### src/rtl/nmp_pkg.sv
// Shared constants and state encoding for the near-memory matrix-add engine.
// Also imported by the AXI4-Lite register block.
package nmp_pkg;

    localparam int DATA_W   = 32;
    localparam int MEM_SIZE = 512;
    localparam int ADDR_W   = $clog2(MEM_SIZE);
    localparam int SIZE_W   = 5;
    localparam int CNT_W    = 2 * SIZE_W;
    localparam int A_BASE   = 0;
    localparam int B_BASE   = MEM_SIZE / 2;

    typedef enum logic [2:0] {
        IDLE,
        CHECK,
        RUN,
        DRAIN,
        DONE
    } state_t;

endpackage

### src/rtl/nmp_addr_gen.sv
// Element counter, A/B read addresses and the 2-deep write-address delay line
// that keeps the write address aligned with the registered sum.
module nmp_addr_gen
    import nmp_pkg::*;
(
    input  logic              clk,
    input  logic              rst,
    input  logic              start,
    input  logic [CNT_W-1:0]  count,
    output logic              rd_en,
    output logic [ADDR_W-1:0] a_addr,
    output logic [ADDR_W-1:0] b_addr,
    output logic              rd_last,
    output logic              pre_v,
    output logic              wr_en,
    output logic [ADDR_W-1:0] wr_addr,
    output logic              wr_last
);

    logic [ADDR_W-1:0] k;
    logic [CNT_W-1:0]  cnt_q;
    logic [ADDR_W-1:0] s1_addr;
    logic              s1_last;

    assign rd_last = rd_en && (CNT_W'(k) == cnt_q - CNT_W'(1));
    assign a_addr  = ADDR_W'(A_BASE) + k;
    // B address is forced to zero whenever the engine is not reading
    assign b_addr  = rd_en ? ADDR_W'(B_BASE) + k : '0;

    always_ff @(posedge clk) begin
        if (rst) begin
            rd_en <= 1'b0;
            k     <= '0;
            cnt_q <= '0;
        end else if (start) begin
            rd_en <= 1'b1;
            k     <= '0;
            cnt_q <= count;
        end else if (rd_last) begin
            rd_en <= 1'b0;
            k     <= '0;
        end else if (rd_en) begin
            k <= k + ADDR_W'(1);
        end
    end

    always_ff @(posedge clk) begin
        if (rst) begin
            pre_v   <= 1'b0;
            s1_addr <= '0;
            s1_last <= 1'b0;
            wr_en   <= 1'b0;
            wr_addr <= '0;
            wr_last <= 1'b0;
        end else begin
            pre_v   <= rd_en;
            s1_addr <= a_addr;
            s1_last <= rd_last;
            wr_en   <= pre_v;
            wr_addr <= s1_addr;
            wr_last <= s1_last;
        end
    end

endmodule

### src/rtl/nmp_matadd_engine.sv
// Streams A[k]+B[k] out of the shared BRAM and writes each sum back to A[k],
// one element per cycle, with size check and sticky overflow flag.
module nmp_matadd_engine
    import nmp_pkg::*;
(
    input  logic              ACLK,
    input  logic              ARESET,
    input  logic              cmd_valid,
    output logic              cmd_ready,
    input  logic [SIZE_W-1:0] cmd_size,
    output logic              busy,
    output logic              done,
    output logic              err,
    output logic              ovf,
    output logic              a_rd_en,
    output logic [ADDR_W-1:0] a_rd_addr,
    input  logic [DATA_W-1:0] a_rd_data,
    output logic              b_rd_en,
    output logic [ADDR_W-1:0] b_rd_addr,
    input  logic [DATA_W-1:0] b_rd_data,
    output logic              r_wr_en,
    output logic [ADDR_W-1:0] r_wr_addr,
    output logic [DATA_W-1:0] r_wr_data
);

    state_t            state;
    logic [SIZE_W-1:0] size_q;
    logic [CNT_W-1:0]  count;
    logic              legal;
    logic              start;
    logic              accept;
    logic              rd_en;
    logic              rd_last;
    logic              pre_v;
    logic              wr_last;
    logic [DATA_W:0]   sum_full;

    assign accept   = cmd_valid && cmd_ready;
    assign count    = CNT_W'(size_q) * CNT_W'(size_q);
    assign legal    = (size_q != '0) && (count <= CNT_W'(B_BASE));
    assign start    = (state == CHECK) && legal;
    assign sum_full = {1'b0, a_rd_data} + {1'b0, b_rd_data};
    assign a_rd_en  = rd_en;
    assign b_rd_en  = rd_en;

    nmp_addr_gen u_addr_gen (
        .clk     (ACLK),
        .rst     (ARESET),
        .start   (start),
        .count   (count),
        .rd_en   (rd_en),
        .a_addr  (a_rd_addr),
        .b_addr  (b_rd_addr),
        .rd_last (rd_last),
        .pre_v   (pre_v),
        .wr_en   (r_wr_en),
        .wr_addr (r_wr_addr),
        .wr_last (wr_last)
    );

    always_ff @(posedge ACLK) begin
        if (ARESET) begin
            r_wr_data <= '0;
        end else if (pre_v) begin
            r_wr_data <= sum_full[DATA_W-1:0];
        end
    end

    always_ff @(posedge ACLK) begin
        if (ARESET) begin
            state     <= IDLE;
            size_q    <= '0;
            cmd_ready <= 1'b1;
            busy      <= 1'b0;
            done      <= 1'b0;
            err       <= 1'b0;
            ovf       <= 1'b0;
        end else begin
            if (pre_v && sum_full[DATA_W]) begin
                ovf <= 1'b1;
            end
            unique case (state)
                IDLE: begin
                    if (accept) begin
                        size_q    <= cmd_size;
                        err       <= 1'b0;
                        ovf       <= 1'b0;
                        cmd_ready <= 1'b0;
                        busy      <= 1'b1;
                        state     <= CHECK;
                    end
                end
                CHECK: begin
                    if (legal) begin
                        state <= RUN;
                    end else begin
                        err   <= 1'b1;
                        done  <= 1'b1;
                        state <= DONE;
                    end
                end
                RUN: begin
                    if (rd_last) begin
                        state <= DRAIN;
                    end
                end
                DRAIN: begin
                    // last write is on the port this cycle
                    if (r_wr_en && wr_last) begin
                        done  <= 1'b1;
                        state <= DONE;
                    end
                end
                DONE: begin
                    done      <= 1'b0;
                    busy      <= 1'b0;
                    cmd_ready <= 1'b1;
                    state     <= IDLE;
                end
                default: state <= IDLE;
            endcase
        end
    end

endmodule

### config.mk
export PLATFORM = sky130hd
export DESIGN_NAME = nmp_matadd_engine
export DESIGN_NICKNAME = d
export VERILOG_FILES = /design/src/rtl/nmp_pkg.sv /design/src/rtl/nmp_addr_gen.sv /design/src/rtl/nmp_matadd_engine.sv
export SDC_FILE = /design/constraint.sdc
export NUM_CORES = 1
export LEC_CHECK = 0
export CAP_MARGIN = 20
export CORE_MARGIN = 2
export CORE_UTILIZATION = 62
export DETAILED_ROUTE_END_ITERATION = 8
export DONT_BUFFER_PORTS = 1
export PLACE_DENSITY_LB_ADDON = 0.05
export SLEW_MARGIN = 40
export SYNTH_ARGS = -nofsm -noshare
export SYNTH_HDL_FRONTEND = slang
export SYNTH_SLANG_ARGS = --single-unit
export TNS_END_PERCENT = 30
### constraint.sdc
create_clock -name ACLK -period 7.9 [get_ports ACLK]
set_input_delay 2.37 -clock ACLK [delete_from_list [all_inputs] [get_ports ACLK]]
set_output_delay 2.37 -clock ACLK [all_outputs]
set_load 0.05 [all_outputs]
==> out/metrics.csv <==
metric,value,unit
outcome,finished clean,
Post-synth EDFFs,0,
Worst Skew,0.0116,ns
CP Launch Type,register,
Max Fanout on Critical Path,15,
first-pass GRT wire length,19000,um
Seq cells post-synth,86,
WHS Path Cells,1,
worst min-delay path class,register to register,
ANT cells,0,
Leakage Power,2.29,nW
CTS tree,yes,
share of post-route cells with drive strength above 1,5.45,%
clock sink count,86,
Cells after Synth,638,
CTS root buffer,clkbuf_8,
Max VDD drop,133,uV
GP Congestion,0.865,
Synth async-reset ratio,0,%
DR DRC count,0,
Crit. End Element,register,
"Setup violations, final",0,
fillers,784,
post-synth net total,757,
overall routing resource usage,23.9,%
dominant cell type by area after synthesis,dfxtp_1,
max_cap viols,0,
number of vias after detailed routing,4482,
Starting Density,63.0,%
Die Wd,97.5,um
routed length per placed instance,15.8,um
Final Hold Fails,0,
# port buffers,0,
Synth Warn #,0,
row cnt,34,
synth top area cells,"dfxtp_1, ha_1, mux2i_1",
CP Data Required Time,8.20,ns
post-CTS setup buffers,0,
"Seq/Total Area, Yosys",31.8,%
top cell type's share of synthesized area,31.8,%
pwr dens,205,mW/mm^2
CP max stage delay,0.60,ns
vias in the first global route,4115,
CP bufs+invs,2,
RSZ-0062 raised after global routing,false,
crit path time final,4.50,ns
Crit Path Class,register to register,
# H-tree levels,3,
"commonest non-fill, non-tap cell in the layout",dfxtp_1,
Worst path slowest cell,o211ai_2,
Slew Limit Fails,0,
final WL,11600,um
CTS Buffer Depth,2,
Starting DRT DRC Count,205,
die area,0.00950,sq mm
CTS buffer count,9,
hold buffers post-CTS,0,
die extent in y,97.5,um
Skew-Pair Late Insertion Delay,0.36,ns
FF-to-FF path depth,15,
"commonest non-fill, non-tap cells in the layout","dfxtp_1, nor2_1, ha_1",
"delay-heaviest family, CP",adder cells,
"Reg clk slew, reported paths",0.10,ns
initial antenna violation count,0,
post-cts resize count,0,
Max-slew headroom,49.2,%
most common flop cell mapped by yosys,dfxtp_1,
area of the core,0.00859,sq mm
Synth Area per Inst,8.49,sq um
post-detail-place hpwl,8520,um
area grow syn2layout,4.39,%
fmax,222,MHz
final instance area,0.00565,sq mm
largest net degree at the start of global routing,93,
Post-layout nets,738,
dpl cell area,0.00544,sq mm
Mapped Area,0.00542,sq mm
Top Ports,139,
CP Depth,15,
vias per cell,6.12,
final antenna-violating net count,0,
Yosys cell types,67,
Crit path arrival time,4.80,ns
crit path cell chain,nand2_1 -> fa_1 -> fa_1 -> inv_1 -> ha_1 -> a31o_2 -> ha_1 -> inv_1 -> o21bai_1 -> a21oi_2 -> xnor2_1 -> nor4_2 -> o211ai_2 -> nand3b_1 -> nor2_1,
Final TNS setup,0,ns
actual slew at the worst max-slew pin,0.761,ns
Congestion Overflow GR,0,
TritonRoute pass-1 iters,4,
part of the cycle the worst path needs,57.0,%
## final timing paths
path	from	end	slack (ns)
max reg2reg	size_q[1]$_SDFFE_PP0P_	u_addr_gen.k[5]$_SDFFE_PP0P_	3.40
max	size_q[1]$_SDFFE_PP0P_	u_addr_gen.k[5]$_SDFFE_PP0P_	3.40
min reg2reg	u_addr_gen.s1_addr[2]$_SDFF_PP0_	u_addr_gen.wr_addr[2]$_SDFF_PP0_	0.44
min	u_addr_gen.s1_addr[2]$_SDFF_PP0_	u_addr_gen.wr_addr[2]$_SDFF_PP0_	0.44
## synthesized netlist by cell type, types with 10 or more instances
cell and count:
xor2_1 19, o21a_1 11, inv_1 19, nor3_1 13
nand4_1 10, ha_1 44, and2_1 18, dfxtp_1 86
o21ai_0 23, xnor2_1 18, a21o_1 12, a21oi_1 41
nand2b_1 11, nor2_1 65, nand3_1 17, clkbuf_1 23
nor2b_1 27, mux2i_1 27, nand2_1 41
## final cells by class
| type | instances | area (sq um) | share of cell area (%) |
|---|---|---|---|
| multi-input combinational | 501 | 3490 | 61.8 |
| sequential | 86 | 1730 | 30.5 |
| clock inverter | 7 | 88.8 | 1.57 |
| clock buffer | 9 | 124 | 2.19 |
| inverter | 19 | 71.3 | 1.26 |
| tap | 108 | 135 | 2.39 |
| timing repair buffer | 2 | 15.0 | 0.266 |
## flip-flops by register name, indices dropped and copies added (netlist names), 3 cells and up
name                count
u_addr_gen.wr_addr      9
size_q                  5
u_addr_gen.cnt_q        9
u_addr_gen.k            9
u_addr_gen.s1_addr      9
state                   3
r_wr_data              32
## worst reg2reg max path: cells and delay by family, from the launching register on
kind            cells  cell delay [ns]
fa+ha+maj           4             1.60
compound gates      4             1.10
simple gates        4             0.90
flops               1             0.53
xor+xnor            1             0.21
buf+inv             2             0.09
## through the flow
step / hold WS (ns) / std cells / utilization (%) / power [mW] / worst slack (ns)
5_1_grt: 0.453 / 732 / 65.8 / 1.22 / 2.94
3_5_place_dp: 0.424 / 716 / 63.3 / 0.834 / 3.14
4_1_cts: 0.441 / 732 / 65.8 / 1.16 / 3.34
2_1_floorplan: 0.414 / 638 / - / 0.789 / 3.45
6_report: 0.438 / 732 / 65.8 / 1.16 / 3.40
3_3_place_gp: 0.414 / 716 / 63.2 / 0.826 / 3.18
## power by group
group          internal (mW)  leakage, nW  total (mW)  switching [mW]
logic                  0.115         1.49       0.260           0.145
clock network          0.153        0.104       0.332           0.179
registers              0.461        0.696       0.566           0.105
total                  0.728         2.29        1.16           0.430
## metal layers
metal	wire length (um)	vias up	part of all wire [%]	global-route usage, %
met3	969	15	8.4	8.35
met2	5100	126	44	36.3
met4	178	0	1.5	6.84
met5	0	-	0	0
li1	-	2227	-	-
met1	5340	2114	46	32.4
## cells by family after synthesis
logic type / after synthesis / synth area share [%]
compound gates: 145 / 18.2
simple gates: 245 / 23.9
fa+ha+maj: 47 / 11.3
xor+xnor: 37 / 5.98
flops: 86 / 31.8
buf+inv: 51 / 3.83
mux: 27 / 4.99
No activity file was read; power rests on OpenSTA's default activity.
